<file path="src/rtl/rv32i_types.sv">
// Shared RV32I type package: opcodes, load/store funct3 encodings, memory
// word/mask types, LSU state encoding, byte-enable constants and small
// helpers for store lane placement and alignment checks.
package rv32i_types;

  typedef logic [31:0] rv32i_word;
  typedef logic [3:0]  rv32i_mem_wmask;

  typedef enum logic [6:0] {
    op_lui   = 7'b0110111,
    op_auipc = 7'b0010111,
    op_jal   = 7'b1101111,
    op_jalr  = 7'b1100111,
    op_br    = 7'b1100011,
    op_load  = 7'b0000011,
    op_store = 7'b0100011,
    op_imm   = 7'b0010011,
    op_reg   = 7'b0110011,
    op_csr   = 7'b1110011
  } rv32i_opcode;

  typedef enum logic [2:0] {
    lb  = 3'b000,
    lh  = 3'b001,
    lw  = 3'b010,
    lbu = 3'b100,
    lhu = 3'b101
  } load_funct3_t;

  typedef enum logic [2:0] {
    sb = 3'b000,
    sh = 3'b001,
    sw = 3'b010
  } store_funct3_t;

  typedef enum logic [1:0] {
    IDLE   = 2'd0,
    ACCESS = 2'd1,
    RESP   = 2'd2
  } lsu_state_t;

  localparam rv32i_mem_wmask BE_BYTE = 4'b0001;
  localparam rv32i_mem_wmask BE_HALF = 4'b0011;
  localparam rv32i_mem_wmask BE_WORD = 4'b1111;

  function automatic logic load_f3_legal(input logic [2:0] f3);
    return (f3 == lb) || (f3 == lh) || (f3 == lw) || (f3 == lbu) || (f3 == lhu);
  endfunction

  function automatic logic store_f3_legal(input logic [2:0] f3);
    return !f3[2] && (f3[1:0] != 2'b11);
  endfunction

  // size: funct3[1:0] (00 byte, 01 half, 10 word)
  function automatic rv32i_mem_wmask store_wmask(input logic [1:0] size, input logic [1:0] off);
    case (size)
      2'b00:   return BE_BYTE << off;
      2'b01:   return BE_HALF << {off[1], 1'b0};
      default: return BE_WORD;
    endcase
  endfunction

  function automatic rv32i_word store_lanes(input logic [1:0] size, input logic [1:0] off,
                                            input rv32i_word wdata);
    case (size)
      2'b00:   return {24'b0, wdata[7:0]} << {off, 3'b000};
      2'b01:   return {16'b0, wdata[15:0]} << {off[1], 4'b0000};
      default: return wdata;
    endcase
  endfunction

  function automatic logic is_misaligned(input logic [1:0] size, input logic [1:0] off);
    return ((size == 2'b01) && off[0]) || ((size == 2'b10) && (off != 2'b00));
  endfunction

endpackage

</file>
<file path="src/rtl/lsu_load_align.sv">
// Load result extraction: picks the byte/half/word addressed by the offset
// out of the returned memory word and sign- or zero-extends it.
// Ports: i_word (memory word), i_off (addr[1:0]), i_funct3 (load type), o_data (result).
module lsu_load_align
  import rv32i_types::*;
(
  input  logic [31:0] i_word,
  input  logic [1:0]  i_off,
  input  logic [2:0]  i_funct3,
  output logic [31:0] o_data
);

  logic [7:0]  w_byte;
  logic [15:0] w_half;

  assign w_byte = i_word[{i_off, 3'b000} +: 8];
  // Halfword selection ignores off[0]: misaligned halves are truncated down.
  assign w_half = i_off[1] ? i_word[31:16] : i_word[15:0];

  always_comb begin
    o_data = '0;
    case (load_funct3_t'(i_funct3))
      lb:      o_data = {{24{w_byte[7]}}, w_byte};
      lbu:     o_data = {24'b0, w_byte};
      lh:      o_data = {{16{w_half[15]}}, w_half};
      lhu:     o_data = {16'b0, w_half};
      lw:      o_data = i_word;
      default: o_data = '0;
    endcase
  end

endmodule

</file>
<file path="src/rtl/lsu_mem_ctrl.sv">
// Load/store unit memory controller for the MEM stage. Accepts one request at
// a time (req_ready high only in IDLE), drives the word-aligned memory port
// with byte enables and lane-shifted store data, waits for mem_resp and
// returns a one-cycle resp_valid pulse with the extended load data.
// Ports: req_* request in; resp_* completion out; mem_* memory port.
// Parameter RESP_TIMEOUT: ACCESS cycles before giving up with resp_err (0 = never).
// Macro LSU_MISALIGN_TRAP_EN: misaligned lh/lhu/sh/lw/sw report resp_err with
// no memory access; when undefined, low address bits are silently truncated.
module lsu_mem_ctrl
  import rv32i_types::*;
#(
  parameter int unsigned RESP_TIMEOUT = 0
) (
  input  logic        clk,
  input  logic        rst,
  input  logic        req_valid,
  output logic        req_ready,
  input  logic [6:0]  req_opcode,
  input  logic [2:0]  req_funct3,
  input  logic [31:0] req_addr,
  input  logic [31:0] req_wdata,
  output logic        resp_valid,
  output logic [31:0] resp_rdata,
  output logic        resp_err,
  output logic        mem_read,
  output logic        mem_write,
  output logic [31:0] mem_address,
  output logic [31:0] mem_wdata,
  output logic [3:0]  mem_byte_enable,
  input  logic        mem_resp,
  input  logic [31:0] mem_rdata
);

  lsu_state_t     r_state;
  logic [2:0]     r_funct3;
  logic [1:0]     r_off;
  logic           r_is_load;
  logic [31:0]    r_tmo_cnt;
  logic           r_mem_read;
  logic           r_mem_write;
  rv32i_word      r_mem_address;
  rv32i_word      r_mem_wdata;
  rv32i_mem_wmask r_mem_be;
  logic           r_resp_valid;
  logic           r_resp_err;
  rv32i_word      r_resp_rdata;

  logic      w_is_load;
  logic      w_is_store;
  logic      w_f3_illegal;
  logic      w_misalign;
  logic      w_tmo_hit;
  rv32i_word w_load_data;

  assign w_is_load    = (req_opcode == op_load);
  assign w_is_store   = (req_opcode == op_store);
  assign w_f3_illegal = (w_is_load  && !load_f3_legal(req_funct3)) ||
                        (w_is_store && !store_f3_legal(req_funct3));

`ifdef LSU_MISALIGN_TRAP_EN
  assign w_misalign = (w_is_load || w_is_store) && is_misaligned(req_funct3[1:0], req_addr[1:0]);
`else
  assign w_misalign = 1'b0;
`endif

  // Terminal count is reached in the RESP_TIMEOUT-th ACCESS cycle; a mem_resp
  // arriving in that same cycle takes priority in the FSM below.
  assign w_tmo_hit = (RESP_TIMEOUT != 0) && (r_tmo_cnt == 32'(RESP_TIMEOUT - 1));

  lsu_load_align u_load_align (
    .i_word   (mem_rdata),
    .i_off    (r_off),
    .i_funct3 (r_funct3),
    .o_data   (w_load_data)
  );

  always_ff @(posedge clk or posedge rst) begin
    if (rst) begin
      r_state       <= IDLE;
      r_funct3      <= '0;
      r_off         <= '0;
      r_is_load     <= 1'b0;
      r_tmo_cnt     <= '0;
      r_mem_read    <= 1'b0;
      r_mem_write   <= 1'b0;
      r_mem_address <= '0;
      r_mem_wdata   <= '0;
      r_mem_be      <= '0;
      r_resp_valid  <= 1'b0;
      r_resp_err    <= 1'b0;
      r_resp_rdata  <= '0;
    end else begin
      r_resp_valid <= 1'b0;
      case (r_state)
        IDLE: begin
          if (req_valid) begin
            r_funct3     <= req_funct3;
            r_off        <= req_addr[1:0];
            r_is_load    <= w_is_load;
            r_tmo_cnt    <= '0;
            r_resp_err   <= 1'b0;
            r_resp_rdata <= '0;
            if ((w_is_load || w_is_store) && !w_f3_illegal && !w_misalign) begin
              r_state       <= ACCESS;
              r_mem_read    <= w_is_load;
              r_mem_write   <= w_is_store;
              r_mem_address <= {req_addr[31:2], 2'b00};
              r_mem_be      <= w_is_store ? store_wmask(req_funct3[1:0], req_addr[1:0]) : BE_WORD;
              r_mem_wdata   <= w_is_store ? store_lanes(req_funct3[1:0], req_addr[1:0], req_wdata) : '0;
            end else begin
              // Non-memory opcodes complete cleanly; bad funct3 or alignment errors.
              r_state      <= RESP;
              r_resp_valid <= 1'b1;
              r_resp_err   <= w_is_load || w_is_store;
            end
          end
        end
        ACCESS: begin
          if (mem_resp) begin
            r_state      <= RESP;
            r_mem_read   <= 1'b0;
            r_mem_write  <= 1'b0;
            r_resp_valid <= 1'b1;
            r_resp_rdata <= r_is_load ? w_load_data : '0;
          end else if (w_tmo_hit) begin
            r_state      <= RESP;
            r_mem_read   <= 1'b0;
            r_mem_write  <= 1'b0;
            r_resp_valid <= 1'b1;
            r_resp_err   <= 1'b1;
          end else begin
            r_tmo_cnt <= r_tmo_cnt + 32'd1;
          end
        end
        RESP: begin
          r_state      <= IDLE;
          r_resp_err   <= 1'b0;
          r_resp_rdata <= '0;
        end
        default: r_state <= IDLE;
      endcase
    end
  end

  assign req_ready       = (r_state == IDLE);
  assign resp_valid      = r_resp_valid;
  assign resp_err        = r_resp_err;
  assign resp_rdata      = r_resp_rdata;
  assign mem_read        = r_mem_read;
  assign mem_write       = r_mem_write;
  assign mem_address     = r_mem_address;
  assign mem_wdata       = r_mem_wdata;
  assign mem_byte_enable = r_mem_be;

endmodule

</file>
<file path="config.mk">
export PLATFORM = sky130hd
export DESIGN_NAME = lsu_mem_ctrl
export DESIGN_NICKNAME = d
export VERILOG_FILES = /design/src/rtl/rv32i_types.sv /design/src/rtl/lsu_load_align.sv /design/src/rtl/lsu_mem_ctrl.sv
export SDC_FILE = /design/constraint.sdc
export NUM_CORES = 1
export LEC_CHECK = 0
export BUFFER_PORTS_ARGS = -buffer_cell sky130_fd_sc_hd__buf_4
export CORE_AREA = 2 2 99 111
export DETAILED_ROUTE_END_ITERATION = 8
export DIE_AREA = 0 0 101 113
export PLACE_DENSITY = 0.89
export SLEW_MARGIN = 20
export SYNTH_ARGS = -nofsm -noshare
export SYNTH_HDL_FRONTEND = slang
export SYNTH_SLANG_ARGS = --single-unit
</file>
<file path="constraint.sdc">
create_clock -name clk -period 10.5 [get_ports clk]
set_clock_uncertainty 0.1 [all_clocks]
set_input_delay 1.575 -clock clk [delete_from_list [all_inputs] [get_ports clk]]
set_output_delay 1.575 -clock clk [all_outputs]
set_load 0.1 [all_outputs]
</file>
* After elaboration in Yosys (flattened, before gate mapping)
Index checks and enable logic that the tools add are counted.
** Storage, ports and cells
- Flip-flop bits (word level) :: 110
- Input bits :: 110
- Output and inout bits :: 105
- Word-level logic and storage cells :: 89
** Cells by class
- Equal/unequal tests :: 17
- Shift-type cells :: 5
- Multiplexer cells :: 28
- Reductions and logical operators :: 27
** Operators by type and width (number)
- $pmux 32 s5 :: 1
- $mux 32 :: 4
- $pmux 32 s3 :: 1
- $pmux 32 s2 :: 1
- $shiftx 32x6->8 :: 1
- $shl 16x5->32 :: 1
- $shl 8x5->32 :: 1
- $mux 16 :: 1
- $eq 3x3->1 const B :: 4
- $mux 1 :: 10
- $pmux 1 s2 :: 4
- $pmux 4 s2 :: 1
- $eq 7x2->1 const B :: 1
- $eq 7x6->1 const B :: 1
- $eq 3x1->1 const B :: 2
- $eq 3x2->1 const B :: 2
- $logic_not 3->1 :: 2
- $logic_or 1x1->1 :: 6
- $mux 2 :: 3
- $ne 2x2->1 const B :: 3
- $reduce_and 2->1 :: 3
- $reduce_and 3->1 :: 2
- $eq 2x1->1 const B :: 2
- $logic_and 1x1->1 :: 4
- 11 further kinds :: 16

* Depth between registers and ports, before layout
Gate-level depths: netlist (run 1).
- Depth in word-level cells :: 13
- Depth in mapped cells :: 7
- Gate-level depth less buffers :: 4

* Cells and area by module
A second synthesis (run 1) with hierarchy kept.
** Second synthesis, totals
- Cells, all modules :: 556
- Area, all modules :: 5730.5 um^2
** By module, submodules not included
- lsu_mem_ctrl :: times used 1, cells an instance 447, area each 4918.5 um^2, sequential area each 2752.6 um^2
- lsu_load_align :: times used 1, cells an instance 109, area each 812.0 um^2, sequential area each 0.0 um^2

* Worst setup path before layout (run 1)
No wires, ideal clock.
- Path type :: flip-flop to output port
- Start :: reg r_state[1]
- End :: out req_ready
- Data arrival time :: 1.834 ns
- Data required time :: 8.825 ns
- Slack :: 6.991 ns
- Stages on the path, launching flop included :: 3
- Path buffers :: 1
- Path through :: dfrtp_1 > buf_2 > nor2_1
** Between the ends
- Cells in the longest elaborated chain, start to end :: 1
** Ends and longest elaborated chain
- start: declaration :: RTL line lsu_mem_ctrl.sv:34 : lsu_state_t r_state;
- start signal: assignment :: RTL line lsu_mem_ctrl.sv:79 : r_state <= IDLE;
- start signal: assignment :: RTL line lsu_mem_ctrl.sv:104 : r_state <= ACCESS;
- start signal: assignment :: RTL line lsu_mem_ctrl.sv:112 : r_state <= RESP;
- $logic_not 2->1 :: RTL line lsu_mem_ctrl.sv:145 : assign req_ready = (r_state == IDLE);
- end: declaration :: RTL line lsu_mem_ctrl.sv:17 : output logic req_ready,
Every way passes these cells.

* Worst setup path after layout (run 1)
- Start :: in req_funct3[1]
- End :: reg r_mem_wdata[13] (netlist: mem_wdata[13])
** Between the ends
- Cells in the longest elaborated chain, start to end :: 11
- Elaborated cells on any way between the ends :: 23
- Classes of those cells :: eq/ne: 6; mux: 2; reduce/logical: 15
** Ends and longest elaborated chain
- start: declaration :: RTL line lsu_mem_ctrl.sv:19 : input logic [2:0] req_funct3,
- $eq 3x1->1 or $logic_not 3->1 (tied branches) :: RTL line rv32i_types.sv:47 : return (f3 == lb) || (f3 == lh) || (f3 == lw) || (f3 == lbu) || (f3 == lhu);
- $logic_or 1x1->1 (4 in a row) :: RTL line rv32i_types.sv:47
- $logic_not 1->1 :: RTL line lsu_mem_ctrl.sv:57 : assign w_f3_illegal = (w_is_load && !load_f3_legal(req_funct3)) ||
- $logic_and 1x1->1 :: RTL line lsu_mem_ctrl.sv:57
- $logic_or 1x1->1 :: RTL line lsu_mem_ctrl.sv:57
- $logic_not 1->1 :: RTL line lsu_mem_ctrl.sv:103 : if ((w_is_load || w_is_store) && !w_f3_illegal && !w_misalign) begin
- $logic_and 1x1->1 :: RTL line lsu_mem_ctrl.sv:103
- $reduce_and 3->1 (no source line)
- end signal: assignment :: RTL line lsu_mem_ctrl.sv:109 : r_mem_wdata <= w_is_store ? store_lanes(req_funct3[1:0], req_addr[1:0], req_wdata) : '0;
- end: declaration :: RTL line lsu_mem_ctrl.sv:42 : rv32i_word r_mem_wdata;
Parallel ways exist; a longest one is shown, timed or not.
A chain may end at the register's enable or synchronous reset.

==> results.yml, run 1 <==
cts:
  cts_sinks: 110
  clk_latency_ns: 0.35
  numCtsBuffers: 9
  clock_path_buffers: 2
  path_clk_slew_ns: 0.07
  ctsResizeCount: 0
  cts_setup_buffers: 0
  htreeDepth: 3
  clock-root-buffer: "clkbuf_16"
  ctsHoldBuffers: 0
  cts_tree: "built"
drt:
  drc: 0
  wl_um: 15000
  wire_per_inst_um: 20.1
  drt_iter0_markers: 308
  vias: 4492
  post_drt_via_cell_ratio: 6.01
  antenna_left: 0
  firstDrtPassIters: 8
setup_path:
  crit_cells: 7
  cp_slowest_cell: "buf_4"
  crit_required_ns: 10.63
  crit_start: "req_funct3[1]"
  path_class: "in -> reg"
  crit_top_cell: "buf_4"
  max_stage_delay_ns: 0.40
  worstPathArrival_ns: 3.46
  cp_max_fo: 57
  cp_cell_sequence: "buf_4, a21oi_1, o2111ai_4, buf_4, buf_16, or2_1, o21ai_1"
  reg2reg_from: "r_off[1]$_DFFE_PP0P_"
  critPathCaptureType: "flop"
  reg2reg_depth: 4
  path_delay_family: "buffers and inverters"
  critPathLaunchType: "primary input"
  crit_buf_inv: 3
hold_path:
  hold_depth: 2
  min_from: "mem_wdata[26]$_DFFE_PP0P_"
  hold_class: "reg -> reg"
timing:
  worst_pin_slew_ns: 0.937
  slew_headroom: 0.374
  hold_ws_ns: 0.383
  hold_viol_final: 0
  timing.fmax_mhz: 300
  rsz0062_at_grt: "false"
  slew_viol_final: 0
  setup_viol: 0
  setup_tns_ns: 0
  period_share: 0.317
  min_period_ns: 3.33
global_route:
  antenna_found_initial: 0
  grt_pass1_wl_um: 23300
  grt_overflow: 0
  grt_pass1_vias: 4430
  grt_use_total: 0.264
  grt_max_degree: 91
layout:
  antenna_cells: 0
  finalNonFillerCells: 747
  finish.instance_area_um2: 7110
  fin_util: 0.694
  nFillCells: 750
  layout-drive-gt1-share: 0.463
  synthToLayoutAreaGrowth_pct: 36.1
  fin_nets: 729
yosys:
  synth.avg_cell_area_um2: 12.3
  synth.cell_area_um2: 5230
  synthArstFlopShare: 1.00
  synth_top_area_frac: 0.527
  synth_flop_cell: "dfrtp_1"
  yosysTopAreaCell: "dfrtp_1"
  syn_inst: 425
  yosysWarnings: 0
  synth_cell_types: 47
  ys_seq_area_frac: 0.527
  synth_enable_flop_cells: 0
  synth_common_cells: "dfrtp_1 (110), nand2_1 (40), mux2_4 (30)"
  synth_most_common_cell: "dfrtp_1"
  synthTopCellsByArea: "dfrtp_1 (53%), mux2_4 (8.6%), mux2_2 (3.4%)"
  synth-seq-cells: 110
power_and_ir_drop:
  powerDensity_nw_per_um2: 148
  p_leak_nw: 3.60
  ir_drop_uv: 79.5
place:
  io_buffer_count: 212
  hpwl_um: 11000
  dp.cells: 730
  placed_area_um2: 6800
  gp_congestion: 0.884
floorplanning:
  start_util: 0.510
  core-area_um2: 10200
  die_w_um: 101
  io_pins: 215
  row_count: 39
  fp.dieH_um: 113
  die_area_um2: 11400
job:
  maxCapViolCount: 0
outcome:
  status: "completed"
[per-stage QoR]
stage          setup slack (ns)  total power, mW
5_1_grt                    7.04             1.08
2_1_floorplan              5.92            0.644
3_3_place_gp               6.77            0.718
4_1_cts                    7.01             1.05
6_report                   7.17             1.05
3_5_place_dp               6.64            0.722
[worst paths after layout]
path,slack (ns),to
worst max-delay path,7.17,mem_wdata[13]$_DFFE_PP0P_
worst min-delay path,0.38,mem_wdata[26]$_DFFE_PP0P_
worst max register to register,8.03,resp_rdata[24]$_DFFE_PP0P_
worst min register to register,0.38,mem_wdata[26]$_DFFE_PP0P_
max in group asynchronous,7.85,resp_rdata[16]$_DFFE_PP0P_
min in group asynchronous,1.16,mem_address[6]$_DFFE_PP0P_
[worst min-delay path, delay by kind of cell (launching register included)]
family / cells / cell delay [ns]
flip-flops: 1 / 0.35
AND/OR/NAND/NOR: 1 / 0.05
AO/OA/AOI/OAI: 1 / 0.05
[placed cells by master (no fill, tap or decap), types with 3 or more instances in the layout]
cell | Yosys | final
a21oi_1 | 10 | 10
nand2_1 | 40 | 40
a22oi_1 | 16 | 16
o21ai_1 | 11 | 11
inv_1 | 11 | 10
buf_4 | 2 | 214
mux2_4 | 30 | 30
o31ai_1 | 16 | 16
nor3b_1 | 7 | 7
nand2b_1 | 4 | 4
dfrtp_1 | 110 | 110
clkbuf_1 | 8 | 3
a222oi_1 | 12 | 12
nor2_1 | 9 | 9
clkbuf_16 | 0 | 9
mux4_2 | 5 | 5
a32oi_1 | 5 | 5
a221o_1 | 16 | 16
o21ai_0 | 19 | 19
a22o_1 | 16 | 16
a221oi_1 | 8 | 8
nor3_1 | 5 | 5
mux2_2 | 16 | 16
[where the power goes]
part	total, mW	switching (mW)	internal, mW
clock	0.333	0.149	0.185
combinational	0.258	0.170	0.0881
sequential	0.458	0.0181	0.440
total	1.05	0.337	0.713
[registers in the layout, indices dropped and copies added, names as in the netlist]
name             count
mem_address         30
mem_byte_enable      4
mem_read             1
mem_wdata           32
mem_write            1
r_funct3             3
r_is_load            1
r_off                2
r_state              2
resp_err             1
resp_rdata          32
resp_valid           1
[layer usage]
metal | track usage | routed length (µm) | vias up
met4 | 0.111 | 403 | 0
met2 | 0.429 | 7330 | 256
met1 | 0.341 | 5830 | 2194
li1 | - | - | 2014
met5 | 0 | 0 | -
met3 | 0.0593 | 1420 | 28
[cell type report]
class	count	area (µm²)	area share
flip-flops and latches	110	2750	0.387
repair buffers	215	1630	0.230
multi-input cells	272	2240	0.315
clock buffers	12	236	0.0333
inverters	11	43.8	0.00616
clock inverters	4	47.5	0.00669
well taps	123	154	0.0216
[cells by family (layout without fill, tap and decap cells)]
kind of cell    after synthesis  count (layout)  share of synthesized area
other cells                   1               2                   0.000718
compound gates              137             137                      0.203
simple gates                 82              82                     0.0826
flops                       110             110                      0.527
mux                          51              51                      0.142
buf+inv                      44             242                     0.0452
Note: power is estimated with default switching activity, not from simulation.
==> inputs of run 2 (changes only) <==
- CORE_AREA: 2 2 99 111 -> 2 2 107 120
- DIE_AREA: 0 0 101 113 -> 0 0 109 122
- PLACE_DENSITY: 0.89 -> 0.81
- clock period: 10.5 -> 2.95 ns (I/O delays scaled with it)
==> run 2 against run 1 <==
- cell area rose by 2.2%
- clock-buffer cell count shrank 2
- power grew to 3.6 times the previous value
- hold slack got worse by 0.30 ns
- wire length up 2.4%
- critical path type is now reg -> reg
- critical endpoint is now mem_wdata[11]$_DFFE_PP0P_
- largest cell class unchanged
==> results.yml, run 2 (synthesis gave the netlist of run 1 again) <==
floorplanning:
  start_util: 0.428
  die_area_um2: 13300
  core-area_um2: 12200
  fp.dieH_um: 122
  row_count: 43
  die_w_um: 109
  io_pins: 215
power_and_ir_drop:
  p_sw_mw: 1.23
  p_seq_frac: 0.435
  combPwrFrac: 0.253
  ir_drop_uv: 261
  p_leak_nw: 3.67
  p_sw_frac: 0.331
  clkPwrFrac: 0.312
  powerDensity_nw_per_um2: 513
  p_int_mw: 2.49
place:
  dp.cells: 778
  placed_area_um2: 6980
  gp_congestion: 0.903
  hpwl_um: 11400
  io_buffer_count: 212
  post-place-ws_ns: 0.542
cts:
  numCtsBuffers: 9
  cts_tree: "built"
  ctsResizeCount: 0
  cts_sinks: 110
  clock_path_buffers: 2
  path_clk_slew_ns: 0.08
  cts_setup_buffers: 0
  clock-root-buffer: "clkbuf_16"
  htreeDepth: 3
  clk_latency_ns: 0.35
  ctsHoldBuffers: 0
global_route:
  grt_overflow: 0
  grt_pass1_vias: 4534
  grt_use_total: 0.231
  grt_pass1_wl_um: 23700
  antenna_found_initial: 0
  grt_max_degree: 84
layout:
  finalNonFillerCells: 794
  antenna_cells: 0
  nFillCells: 997
  layout-drive-gt1-share: 0.477
  mostFrequentLayoutCell: "buf_4"
  fin_nets: 742
  finish.instance_area_um2: 7270
  final_cell_mix: "buf_4 (225), dfrtp_1 (110), nand2_1 (40), mux2_4 (30), o21ai_0 (19)"
  multi_input_area_um2: 2240
  seq_area_um2: 2750
  synthToLayoutAreaGrowth_pct: 39.1
setup_path:
  cp_max_fo: 16
  critPathLaunchType: "flop"
  crit_required_ns: 3.12
  r2r_end: "mem_wdata[11]$_DFFE_PP0P_"
  reg2reg_from: "r_state[1]$_DFFE_PP0P_"
  path_class: "reg -> reg"
  critPathCaptureType: "flop"
  r2r_slack_ns: 0.60
  reg2reg_depth: 5
  worstPathArrival_ns: 2.52
timing:
  min_period_ns: 2.35
  slew_viol_final: 0
  slew_headroom: 0.374
  period_share: 0.797
  timing.fmax_mhz: 425
  hold_ws_ns: 0.0801
  worst_pin_slew_ns: 0.937
  layout_setup_ws_ns: 0.600
  setup_viol: 0
  hold_viol_final: 0
  setup_tns_ns: 0
  rsz0062_at_grt: "false"
drt:
  post_drt_via_cell_ratio: 5.70
  drc: 0
  wire_per_inst_um: 19.3
  wl_um: 15300
  antenna_left: 0
  firstDrtPassIters: 6
  drt_iter0_markers: 378
  vias: 4529
job:
  maxCapViolCount: 0
outcome:
  status: "completed"
hold_path:
  hold_class: "in -> async"
## run 2: cell count changes in the layout (fill, tap and decap cells not counted)
cell | previous run | this run
clkbuf_1 | 3 | 0
inv_6 | 0 | 1
clkinv_4 | 0 | 3
buf_4 | 214 | 225
o22a_1 | 0 | 1
buf_16 | 1 | 0
bufinv_16 | 1 | 0
o22a_2 | 1 | 0
inv_4 | 1 | 0
clkbuf_8 | 0 | 1
buf_12 | 0 | 3
## run 2: power groups by stage
stage	Sequential, mW	Clock (mW)	Combinational (mW)
6_report	1.62	1.16	0.943
5_1_grt	1.63	1.25	0.988
4_1_cts	1.62	1.19	0.944
3_5_place_dp	1.65	0	0.943
3_3_place_gp	1.65	0	0.930
2_1_floorplan	1.97	0	0.319
## run 2: how the worst max path moves through the flow
stage | from | endpoint | cells after the start
2_1_floorplan | r_state[1]$_DFFE_PP0P_ | req_ready | 2
3_3_place_gp | req_funct3[1] | mem_address[4]$_DFFE_PP0P_ | 5
3_5_place_dp | req_funct3[1] | mem_address[3]$_DFFE_PP0P_ | 5
4_1_cts | r_state[1]$_DFFE_PP0P_ | mem_wdata[10]$_DFFE_PP0P_ | 5
5_1_grt | r_state[1]$_DFFE_PP0P_ | mem_wdata[11]$_DFFE_PP0P_ | 5
6_report | r_state[1]$_DFFE_PP0P_ | mem_wdata[11]$_DFFE_PP0P_ | 5
## run 2: stage by stage
step | utilization | total power [mW]
after global placement | 0.572 | 2.58
after floorplan | - | 2.29
after detailed placement | 0.572 | 2.59
final | 0.595 | 3.73
after CTS | 0.595 | 3.75
after global routing | 0.595 | 3.87
## run 2: cell type report
class,count,share of cell area
Timing Repair Buffer,228,0.241
Clock buffer,10,0.0329
Inverter,11,0.00620
Multi-Input combinational cell,272,0.308
Sequential cell,110,0.379
Tap cell,157,0.0270
Clock inverter,6,0.00620
## run 2: routing by layer
| metal | GRT usage | vias up | routed length (µm) |
|---|---|---|---|
| li1 | - | 2047 | - |
| met1 | 0.290 | 2231 | 6200 |
| met2 | 0.401 | 228 | 7780 |
| met3 | 0.0273 | 23 | 1040 |
| met4 | 0.0962 | 0 | 316 |
| met5 | 0 | - | 0 |
## run 2: critical path, stage by stage, from the launching register on
cell and delay, ns:
dfrtp_1 0.50, nor3b_4 0.48, o2111ai_4 0.43, buf_4 0.30, or2_1 0.30, o21ai_1 0.16
==> inputs of run 3 (changes only) <==
- CORE_AREA: 2 2 107 120 -> 2 2 103 115
- DIE_AREA: 0 0 109 122 -> 0 0 105 117
- PLACE_DENSITY: 0.81 -> 0.83
- clock period: 2.95 -> 2.2 ns (I/O delays scaled with it)
==> run 3 against run 2 <==
- die area decreased by 7.6%
- wire length decreased by 1.6%
- cell area increased by 0.67%
- power increased by 37%
- largest cell class unchanged
- largest power group unchanged
==> results.yml, run 3 (synthesis gave the netlist of run 1 again) <==
place:
  gp_congestion: 0.904
  hpwl_um: 11200
  io_buffer_count: 212
timing:
  slew_headroom: 0.375
  rsz0062_at_grt: "false"
  min_period_ns: 2.00
  worst_pin_slew_ns: 0.935
  period_share: 0.909
  slew_viol_final: 0
  setup_tns_ns: 0
  hold_viol_final: 0
  setup_viol: 0
  timing.fmax_mhz: 500
cts:
  cts_setup_buffers: 0
  cts_tree: "built"
  clk_latency_ns: 0.35
  cts_sinks: 110
  clock-root-buffer: "clkbuf_16"
  htreeDepth: 3
  clock_path_buffers: 2
  path_clk_slew_ns: 0.07
  ctsHoldBuffers: 0
  numCtsBuffers: 9
drt:
  drt_iter0_markers: 391
  vias: 4624
  firstDrtPassIters: 7
  antenna_left: 0
  wire_per_inst_um: 19.1
  post_drt_via_cell_ratio: 5.85
  drc: 0
  wl_um: 15100
layout:
  fin_nets: 746
  synthToLayoutAreaGrowth_pct: 40.0
  final_cell_mix: "buf_4 (229), dfrtp_1 (110), nand2_1 (40), mux2_4 (30), o21ai_0 (19)"
  antenna_cells: 0
  mostFrequentLayoutCell: "buf_4"
  layout-drive-gt1-share: 0.484
global_route:
  antenna_found_initial: 0
  grt_pass1_wl_um: 23900
  grt_use_total: 0.247
  grt_overflow: 0
  grt_max_degree: 111
  grt_pass1_vias: 4448
power_and_ir_drop:
  power.total_mw: 5.11
  powerDensity_nw_per_um2: 699
  p_leak_nw: 3.71
  ir_drop_uv: 373
setup_path:
  crit_required_ns: 2.38
  r2r_slack_ns: 0.20
  critPathCaptureType: "flop"
  worstPathArrival_ns: 2.18
  cp_max_fo: 20
  path_class: "reg -> reg"
  critPathLaunchType: "flop"
floorplanning:
  io_pins: 215
  die_area_um2: 12300
  die_w_um: 105
  fp.dieH_um: 117
  start_util: 0.467
  row_count: 41
  core-area_um2: 11200
outcome:
  status: "completed"
hold_path:
  hold_class: "in -> async"
job:
  maxCapViolCount: 0
[run 3: cell types whose count changed in the layout (fill, tap and decap cells not counted)]
| cell | before | now |
|---|---|---|
| buf_4 | 225 | 229 |
| nor2_1 | 9 | 8 |
| clkinv_4 | 3 | 2 |
| o22a_1 | 1 | 0 |
| clkinvlp_4 | 1 | 2 |
| nor2_2 | 1 | 2 |
| clkinv_2 | 2 | 1 |
| bufinv_16 | 0 | 1 |
| o22a_2 | 0 | 1 |
[run 3: per-stage QoR]
stage | hold slack [ns] | setup slack (ns) | cells | instance area [µm²] | utilization
floorplan | 0.338 | 0.327 | 426 | 5240 | -
CTS | 0.0846 | 0.149 | 791 | 7320 | 0.654
global placement | 0.371 | 0.227 | 775 | 7010 | 0.627
global route | 0.0999 | 0.0192 | 791 | 7320 | 0.654
finish | 0.0462 | 0.201 | 791 | 7320 | 0.654
detailed placement | 0.372 | 0.158 | 775 | 7010 | 0.627
[run 3: metal layers]
layer	GRT usage	wire, µm
met5	0	0
met4	0.101	357
met3	0.0543	1280
met2	0.415	7450
met1	0.315	6010
[run 3: final cells by class]
| type | instances | area [µm²] |
|---|---|---|
| Clock buffer | 10 | 239 |
| Clock inverter | 6 | 68.8 |
| Inverter | 11 | 45.0 |
| Timing Repair Buffer | 232 | 1780 |
| Fill cell | 822 | 3870 |
| Multi-Input combinational cell | 272 | 2240 |
| Sequential cell | 110 | 2750 |
| Tap cell | 150 | 188 |
[run 3: worst paths after layout]
| check | from | to | depth (start not counted) |
|---|---|---|---|
| setup reg to reg | r_state[0]$_DFFE_PP0P_ | resp_rdata[0]$_DFFE_PP0P_ | 4 |
| hold reg to reg | mem_byte_enable[1]$_DFFE_PP0P_ | mem_byte_enable[1]$_DFFE_PP0P_ | 2 |
| max in group asynchronous | rst | mem_address[31]$_DFFE_PP0P_ | 3 |
| hold / removal | rst | mem_address[9]$_DFFE_PP0P_ | 3 |
| min in group clk | mem_resp | r_state[0]$_DFFE_PP0P_ | 2 |
| setup / recovery | r_state[0]$_DFFE_PP0P_ | resp_rdata[0]$_DFFE_PP0P_ | 4 |
[run 3: report_power, final]
| group | leakage [nW] | internal [mW] | switching, mW | total, mW |
|---|---|---|---|---|
| Combinational | 2.05 | 0.447 | 0.844 | 1.29 |
| Clock | 0.149 | 0.920 | 0.739 | 1.66 |
| Sequential | 1.51 | 2.10 | 0.0639 | 2.16 |
[run 3: what timing repair did]
action / 4_1_cts / 5_1_grt
endpoints found under the hold margin: 0 / 0
setup endpoints to repair: 0 / 1
gates resized for setup: 0 / 1
[run 3: critical path: stages (launching register included)]
cell and delay, ns:
dfrtp_1 0.53, and4b_1 0.38, and2_1 0.63, a222oi_1 0.20
inv_1 0.09
